===== src/rtl/conv1d_pkg.sv =====
`default_nettype none
// ============================================================================
// Module   : conv1d_pkg
// Purpose  : FSM state encoding and width helpers for the 1D convolution core
// Revision : 1.0 - initial release
// ============================================================================
package conv1d_pkg;

    typedef logic [2:0] state_t;

    localparam state_t ST_IDLE  = 3'd0;
    localparam state_t ST_SETUP = 3'd1;
    localparam state_t ST_FETCH = 3'd2;
    localparam state_t ST_DRAIN = 3'd3;
    localparam state_t ST_WRITE = 3'd4;
    localparam state_t ST_DONE  = 3'd5;

    function automatic int max_int(input int a, input int b);
        return (a > b) ? a : b;
    endfunction

    // Exact accumulation: product width plus one bit per possible term count
    function automatic int acc_width(input int wx, input int wy, input int ax, input int ay);
        return wx + wy + max_int(ax, ay);
    endfunction

    // Output index n reaches sizeX+sizeY-2, which needs one bit beyond the wider size
    function automatic int idx_width(input int ax, input int ay);
        return max_int(ax, ay) + 1;
    endfunction

endpackage
`default_nettype wire


===== src/rtl/conv1d_mac.sv =====
`default_nettype none
// ============================================================================
// Module   : conv1d_mac
// Purpose  : Registered unsigned multiply-accumulate with clear/enable and a
//            wrap or saturate (CONV_SATURATE_EN) output stage
// Revision : 1.0 - initial release
// ============================================================================
module conv1d_mac
    import conv1d_pkg::*;
#(
    parameter int DATA_WIDTH_X = 8,
    parameter int DATA_WIDTH_Y = 8,
    parameter int DATA_WIDTH_Z = 16,
    parameter int ACC_W        = 21
) (
    input  logic                    clk,
    input  logic                    rstn,
    input  logic                    clr_i,
    input  logic                    en_i,
    input  logic [DATA_WIDTH_X-1:0] a_i,
    input  logic [DATA_WIDTH_Y-1:0] b_i,
    output logic [DATA_WIDTH_Z-1:0] res_o
);

    localparam int PROD_W = DATA_WIDTH_X + DATA_WIDTH_Y;

    logic [ACC_W-1:0]  acc_q;
    logic [ACC_W-1:0]  acc_d;
    logic [PROD_W-1:0] w_prod;

    assign w_prod = {{DATA_WIDTH_Y{1'b0}}, a_i} * {{DATA_WIDTH_X{1'b0}}, b_i};

    always_comb begin
        acc_d = acc_q;
        if (clr_i) begin
            acc_d = '0;
        end else if (en_i) begin
            acc_d = acc_q + ACC_W'(w_prod);
        end
    end

    always_ff @(posedge clk) begin
        if (!rstn) begin
            acc_q <= '0;
        end else begin
            acc_q <= acc_d;
        end
    end

    generate
        if (ACC_W > DATA_WIDTH_Z) begin : g_narrow_out
`ifdef CONV_SATURATE_EN
            assign res_o = (|acc_q[ACC_W-1:DATA_WIDTH_Z]) ? '1 : acc_q[DATA_WIDTH_Z-1:0];
`else
            assign res_o = acc_q[DATA_WIDTH_Z-1:0];
`endif
        end else begin : g_wide_out
            assign res_o = DATA_WIDTH_Z'(acc_q);
        end
    endgenerate

endmodule
`default_nettype wire


===== src/rtl/conv1d_param_core.sv =====
`default_nettype none
// ============================================================================
// Module   : conv1d_param_core
// Purpose  : Parametrised 1D convolution z[n] = sum_k x[k]*y[n-k] over
//            external sync-read RAMs; CONV_SATURATE_EN selects saturating output
// Revision : 1.0 - initial release
// ============================================================================
module conv1d_param_core #(
    parameter int DATA_WIDTH_X = 8,
    parameter int DATA_WIDTH_Y = 8,
    parameter int DATA_WIDTH_Z = 16,
    parameter int ADDR_WIDTH_X = 5,
    parameter int ADDR_WIDTH_Y = 5,
    parameter int ADDR_WIDTH_Z = 6
) (
    input  logic                    clk,
    input  logic                    rstn,
    input  logic                    start,
    input  logic [ADDR_WIDTH_X-1:0] sizeX,
    input  logic [ADDR_WIDTH_Y-1:0] sizeY,
    output logic [ADDR_WIDTH_X-1:0] memX_addr,
    input  logic [DATA_WIDTH_X-1:0] dataX,
    output logic [ADDR_WIDTH_Y-1:0] memY_addr,
    input  logic [DATA_WIDTH_Y-1:0] dataY,
    output logic [DATA_WIDTH_Z-1:0] dataZ,
    output logic [ADDR_WIDTH_Z-1:0] memZ_addr,
    output logic                    writeZ,
    output logic                    busy,
    output logic                    done
);
    import conv1d_pkg::*;

    localparam int ACC_W = acc_width(DATA_WIDTH_X, DATA_WIDTH_Y, ADDR_WIDTH_X, ADDR_WIDTH_Y);
    localparam int N_W   = idx_width(ADDR_WIDTH_X, ADDR_WIDTH_Y);

    state_t                  state_q, state_d;
    logic [ADDR_WIDTH_X-1:0] sx_q, sx_d;
    logic [ADDR_WIDTH_Y-1:0] sy_q, sy_d;
    logic [N_W-1:0]          n_q, n_d;
    logic [N_W-1:0]          nlast_q, nlast_d;
    logic [ADDR_WIDTH_X-1:0] kmax_q, kmax_d;
    logic [ADDR_WIDTH_X-1:0] addrx_q, addrx_d;
    logic [ADDR_WIDTH_Y-1:0] addry_q, addry_d;
    logic                    first_q, first_d;
    logic                    writeZ_q, writeZ_d;
    logic [DATA_WIDTH_Z-1:0] dataZ_q, dataZ_d;
    logic [ADDR_WIDTH_Z-1:0] memZ_addr_q, memZ_addr_d;
    logic                    busy_q, busy_d;
    logic                    done_q, done_d;

    logic                    w_mac_clr;
    logic                    w_mac_en;
    logic [DATA_WIDTH_Z-1:0] w_mac_res;
    logic [N_W-1:0]          w_sx_n, w_sy_n, w_kmin_n, w_kmax_n, w_ny_n;

    // Term window for output n: kmin = max(0, n-sizeY+1), kmax = min(n, sizeX-1)
    assign w_sx_n   = N_W'(sx_q);
    assign w_sy_n   = N_W'(sy_q);
    assign w_kmin_n = (n_q >= w_sy_n) ? (n_q - w_sy_n + N_W'(1)) : '0;
    assign w_kmax_n = (n_q < (w_sx_n - N_W'(1))) ? n_q : (w_sx_n - N_W'(1));
    assign w_ny_n   = n_q - w_kmin_n;

    always_comb begin
        state_d     = state_q;
        sx_d        = sx_q;
        sy_d        = sy_q;
        n_d         = n_q;
        nlast_d     = nlast_q;
        kmax_d      = kmax_q;
        addrx_d     = addrx_q;
        addry_d     = addry_q;
        first_d     = first_q;
        writeZ_d    = 1'b0;
        dataZ_d     = '0;
        memZ_addr_d = '0;
        busy_d      = (state_q == ST_SETUP) || (state_q == ST_FETCH) ||
                      (state_q == ST_DRAIN) || (state_q == ST_WRITE);
        done_d      = (state_q == ST_DONE);
        w_mac_clr   = 1'b0;
        w_mac_en    = 1'b0;

        case (state_q)
            ST_IDLE: begin
                if (start) begin
                    sx_d    = sizeX;
                    sy_d    = sizeY;
                    n_d     = '0;
                    nlast_d = N_W'(sizeX) + N_W'(sizeY) - N_W'(2);
                    state_d = ((sizeX == '0) || (sizeY == '0)) ? ST_DONE : ST_SETUP;
                end
            end
            ST_SETUP: begin
                w_mac_clr = 1'b1;
                addrx_d   = ADDR_WIDTH_X'(w_kmin_n);
                addry_d   = ADDR_WIDTH_Y'(w_ny_n);
                kmax_d    = ADDR_WIDTH_X'(w_kmax_n);
                first_d   = 1'b1;
                state_d   = ST_FETCH;
            end
            ST_FETCH: begin
                // RAM data lags the address by one cycle, so the first fetch has nothing to add
                w_mac_en = !first_q;
                first_d  = 1'b0;
                if (addrx_q == kmax_q) begin
                    state_d = ST_DRAIN;
                end else begin
                    addrx_d = addrx_q + ADDR_WIDTH_X'(1);
                    addry_d = addry_q - ADDR_WIDTH_Y'(1);
                end
            end
            ST_DRAIN: begin
                w_mac_en = 1'b1;
                state_d  = ST_WRITE;
            end
            ST_WRITE: begin
                writeZ_d    = 1'b1;
                dataZ_d     = w_mac_res;
                memZ_addr_d = ADDR_WIDTH_Z'(n_q);
                if (n_q == nlast_q) begin
                    state_d = ST_DONE;
                end else begin
                    n_d     = n_q + N_W'(1);
                    state_d = ST_SETUP;
                end
            end
            ST_DONE: begin
                if (!start) begin
                    state_d = ST_IDLE;
                end
            end
            default: state_d = ST_IDLE;
        endcase
    end

    always_ff @(posedge clk) begin
        if (!rstn) begin
            state_q     <= ST_IDLE;
            sx_q        <= '0;
            sy_q        <= '0;
            n_q         <= '0;
            nlast_q     <= '0;
            kmax_q      <= '0;
            addrx_q     <= '0;
            addry_q     <= '0;
            first_q     <= 1'b0;
            writeZ_q    <= 1'b0;
            dataZ_q     <= '0;
            memZ_addr_q <= '0;
            busy_q      <= 1'b0;
            done_q      <= 1'b0;
        end else begin
            state_q     <= state_d;
            sx_q        <= sx_d;
            sy_q        <= sy_d;
            n_q         <= n_d;
            nlast_q     <= nlast_d;
            kmax_q      <= kmax_d;
            addrx_q     <= addrx_d;
            addry_q     <= addry_d;
            first_q     <= first_d;
            writeZ_q    <= writeZ_d;
            dataZ_q     <= dataZ_d;
            memZ_addr_q <= memZ_addr_d;
            busy_q      <= busy_d;
            done_q      <= done_d;
        end
    end

    conv1d_mac #(
        .DATA_WIDTH_X (DATA_WIDTH_X),
        .DATA_WIDTH_Y (DATA_WIDTH_Y),
        .DATA_WIDTH_Z (DATA_WIDTH_Z),
        .ACC_W        (ACC_W)
    ) u_mac (
        .clk   (clk),
        .rstn  (rstn),
        .clr_i (w_mac_clr),
        .en_i  (w_mac_en),
        .a_i   (dataX),
        .b_i   (dataY),
        .res_o (w_mac_res)
    );

    assign memX_addr = addrx_q;
    assign memY_addr = addry_q;
    assign writeZ    = writeZ_q;
    assign dataZ     = dataZ_q;
    assign memZ_addr = memZ_addr_q;
    assign busy      = busy_q;
    assign done      = done_q;

endmodule
`default_nettype wire


===== config.mk =====
export PLATFORM = sky130hd
export DESIGN_NAME = conv1d_param_core
export DESIGN_NICKNAME = d
export VERILOG_FILES = /design/src/rtl/conv1d_pkg.sv /design/src/rtl/conv1d_mac.sv /design/src/rtl/conv1d_param_core.sv
export SDC_FILE = /design/constraint.sdc
export NUM_CORES = 1
export LEC_CHECK = 0
export CAP_MARGIN = 25
export CORE_MARGIN = 3
export CORE_UTILIZATION = 45
export CTS_CLUSTER_DIAMETER = 80
export DETAILED_ROUTE_END_ITERATION = 16
export PLACE_DENSITY = 0.69
export SYNTH_ARGS = -nofsm -noshare
export SYNTH_HDL_FRONTEND = slang
export SYNTH_SLANG_ARGS = --single-unit
export TNS_END_PERCENT = 100

===== constraint.sdc =====
create_clock -name clk -period 11.55 [get_ports clk]
set_input_delay 2.31 -clock clk [delete_from_list [all_inputs] [get_ports clk]]
set_output_delay 2.31 -clock clk [all_outputs]
set_load 0.02 [all_outputs]

==> flow_metrics.env <==
export IMPL_synth_xor_area_share_pct=4.86
export IMPL_area_growth_pct=16.1
export IMPL_crit_end="u_mac.acc_q[15]"
export IMPL_setup_viol=0
export IMPL_layout_nets=994
export IMPL_gp_congestion=0.849
export IMPL_min_path_type="reg -> reg"
export IMPL_critPathLaunchType="input port"
export IMPL_worstReg2RegStart="u_mac.acc_q[6]"
export IMPL_ios=64
export IMPL_drc=0
export IMPL_synthesis_instances=794
export IMPL_ys_seq_elements=82
export IMPL_leakagePower_nw=3.45
export IMPL_crit_start="dataY[7]"
export IMPL_status="finished, final reports clean"
export IMPL_period_share_pct=57.7
export IMPL_slew_viol_final=0
export IMPL_drt_iter0_markers=252
export IMPL_core_um2=14200
export IMPL_h_tree_depth=3
export IMPL_synth_area_leader_cell="dfxtp_1"
export IMPL_grt_start_max_net_pins=52
export IMPL_cp_cell_sequence="clkdlybuf4s50_1 -> nand2_1 -> fa_1 -> fa_1 -> inv_1 -> fa_1 -> inv_1 -> fa_1 -> inv_1 -> ha_1 -> o21ai_0 -> a21oi_1 -> a41oi_1 -> o31ai_1 -> mux2i_1 -> mux2i_1"
export IMPL_critPathCaptureType="flip-flop"
export IMPL_rsz0062_at_grt="false"
export IMPL_synth_edf_count=0
export IMPL_diodes=0
export IMPL_seq_area_frac_synth_pct=24.6
export IMPL_cp_slowest_cell="clkdlybuf4s50_1"
export IMPL_reg2regPathDepth=15
export IMPL_clk_latency_ns=0.34
export IMPL_ant_nets=0
export IMPL_vias=5277
export IMPL_synth_area_um2=6660
export IMPL_cp_max_fo=8
export IMPL_worstPathRequired_ns=11.82
export IMPL_cts_resized=0
export IMPL_num_rows=43
export IMPL_buffer_ports_inserted=63
export IMPL_tritoncts="yes"
export IMPL_die_h_um=128
export IMPL_clock_sinks=82
export IMPL_synthAdderAreaFrac_pct=28.8
export IMPL_post_cts_buffers=0
export IMPL_clockBufferDepth=2
export IMPL_power_density_nw_per_um2=174
export IMPL_arrival_ns=6.93
export IMPL_cts_hold_buf=0
export IMPL_total_power_mw=1.34
export IMPL_reg2reg_slack_ns=7.26
export IMPL_setup_tns_final_ns=0
export IMPL_layout_drive_gt1_share_pct=3.30
export IMPL_worstSetupPathType="in -> reg"
export IMPL_wl_per_cell_um=14.1
export IMPL_cts_root_buf="clkbuf_16"
export IMPL_die_area_um2=16300
export IMPL_synth_top_area_share_pct=24.6
export IMPL_final_cell_area_um2=7740
export IMPL_yosysUniqueCellTypes=58
export IMPL_period_minus_slack_ns=6.66
export IMPL_syn_nets=944
export IMPL_path_common_cell="fa_1"
export IMPL_whs_path_depth=2
export IMPL_grt_pass1_vias=5059
export IMPL_initial_utilization_pct=46.9
export IMPL_placed_area_um2=7430
export IMPL_max_cap_viol_count=0
export IMPL_synth_simple_area_share_pct=19.8
export IMPL_slew_headroom_pct=43.0
export IMPL_synth_compound_area_share_pct=12.0
export IMPL_synth_async_sr_flop_share_pct=0
export IMPL_synth_flop_cell="dfxtp_1"
export IMPL_syn_avg_cell_area_um2=8.39
export IMPL_yosysWarnings=0
export IMPL_hold_viol_final=0
export IMPL_wl_mm=14.5
export IMPL_synth_common_cells="131 x inv_1, 114 x nand2_1, 82 x dfxtp_1"
export IMPL_synthMuxAreaShare_pct=0.751
export IMPL_grt_use_total_pct=18.9
export IMPL_dp_hpwl_mm=11.5
export IMPL_worst_r2r_endpoint="u_mac.acc_q[15]"
export IMPL_skew_ns=0.00460
export IMPL_vdd_drop_max_uv=106
export IMPL_synth_top_family_by_area="adder cells"
export IMPL_gr_total_overflow=0
export IMPL_tightest_slew_ns=0.854
export IMPL_die_w_um=128
export IMPL_cpPeakStageDelay_ns=0.59
export IMPL_n_fill_cell=1327
export IMPL_cts_inserted_buffers=9
export IMPL_grt_pass1_wl_mm=25.0
export IMPL_antenna_found_initial=0
export IMPL_dr_pass1_iters=5
export IMPL_via_per_inst=5.13
export IMPL_cts_reportedPaths_clkPinSlew_ns=0.06
export IMPL_clock_fmax_mhz=150
export IMPL_ys_top_cells_by_area="dfxtp_1 25%, fa_1 16%, ha_1 13%"
export IMPL_yosysMostFrequentCell="inv_1"
per-stage QoR:
stage	util [%]	cells	hold slack, ns	worst slack [ns]
global route	54.5	1029	0.488	4.58
detailed placement	52.3	1013	0.445	4.55
CTS	54.5	1029	0.453	4.89
global placement	52.3	1012	0.439	4.62
floorplan	-	794	0.432	5.28
finish	54.5	1029	0.452	4.89
critical path, delay by kind of cell:
kind / cells / cell delay (ns)
compound gates: 4 / 0.83
fa+ha+maj: 5 / 2.45
buf+inv: 4 / 0.74
mux: 2 / 0.44
simple gates: 1 / 0.13
placed cells by master (no fill, tap or decap), types with 3 or more instances in the layout:
cell               n
inv_1            131
nand2_1          114
dfxtp_1           82
ha_1              67
clkdlybuf4s50_1   63
fa_1              54
and2_1            49
a21oi_1           33
nor2_1            30
xnor2_1           23
o21ai_0           22
a21boi_0          17
nand3_1           17
xor2_1            14
nor4_1            13
nor3_1             9
clkbuf_16          9
nand4_1            7
nand2b_1           6
a21o_1             6
o211ai_1           5
o21a_1             5
mux2i_1            5
nor3b_1            4
a211oi_1           4
a31oi_1            4
buf_4              4
nand3b_1           3
a22o_1             3
o22ai_1            3
nor2b_1            3
and3_1             3
clkinvlp_4         3
cell families after synthesis:
group / count (synthesis)
simple gates: 269
buf+inv: 159
compound gates: 121
fa+ha+maj: 121
flops: 82
xor+xnor: 37
mux: 5
cell type report:
cell class | count | area [um2] | share of cell area (%)
multi-input cells | 553 | 4410 | 57.1
flip-flops and latches | 82 | 1640 | 21.2
repair buffers | 67 | 661 | 8.54
inverters | 131 | 492 | 6.36
clock buffers | 9 | 225 | 2.91
well taps | 180 | 225 | 2.91
clock inverters | 7 | 77.6 | 1.00
state kept, by name (all words and copies together) (netlist names):
name,cells
memX_addr,5
dataZ,16
busy,1
memY_addr,5
nlast_q,6
state_q,3
memZ_addr,6
u_mac.acc_q,16
first_q,1
kmax_q,5
writeZ,1
sy_q,5
sx_q,5
done,1
n_q,6
report_power, final:
part | leakage [nW] | internal, mW | total [mW] | switching, mW
logic | 2.65 | 0.296 | 0.704 | 0.408
clock network | 0.140 | 0.169 | 0.292 | 0.123
registers | 0.666 | 0.314 | 0.347 | 0.0329
routing by layer:
metal,up-vias,wire (um),GRT usage [%]
met5,-,0,0
met4,0,121,3.18
met3,11,612,3.83
met2,108,6580,29.3
met1,2493,7220,27.8
li1,2665,-,-
worst min-delay path by stage:
stage / startpoint / endpoint
after global routing: u_mac.acc_q[3] / u_mac.acc_q[3]
after detailed placement: u_mac.acc_q[6] / u_mac.acc_q[6]
final: u_mac.acc_q[6] / u_mac.acc_q[6]
after CTS: u_mac.acc_q[6] / u_mac.acc_q[6]
after floorplan: u_mac.acc_q[6] / u_mac.acc_q[6]
after global placement: u_mac.acc_q[6] / u_mac.acc_q[6]
Power figures use the tool's default switching activity.
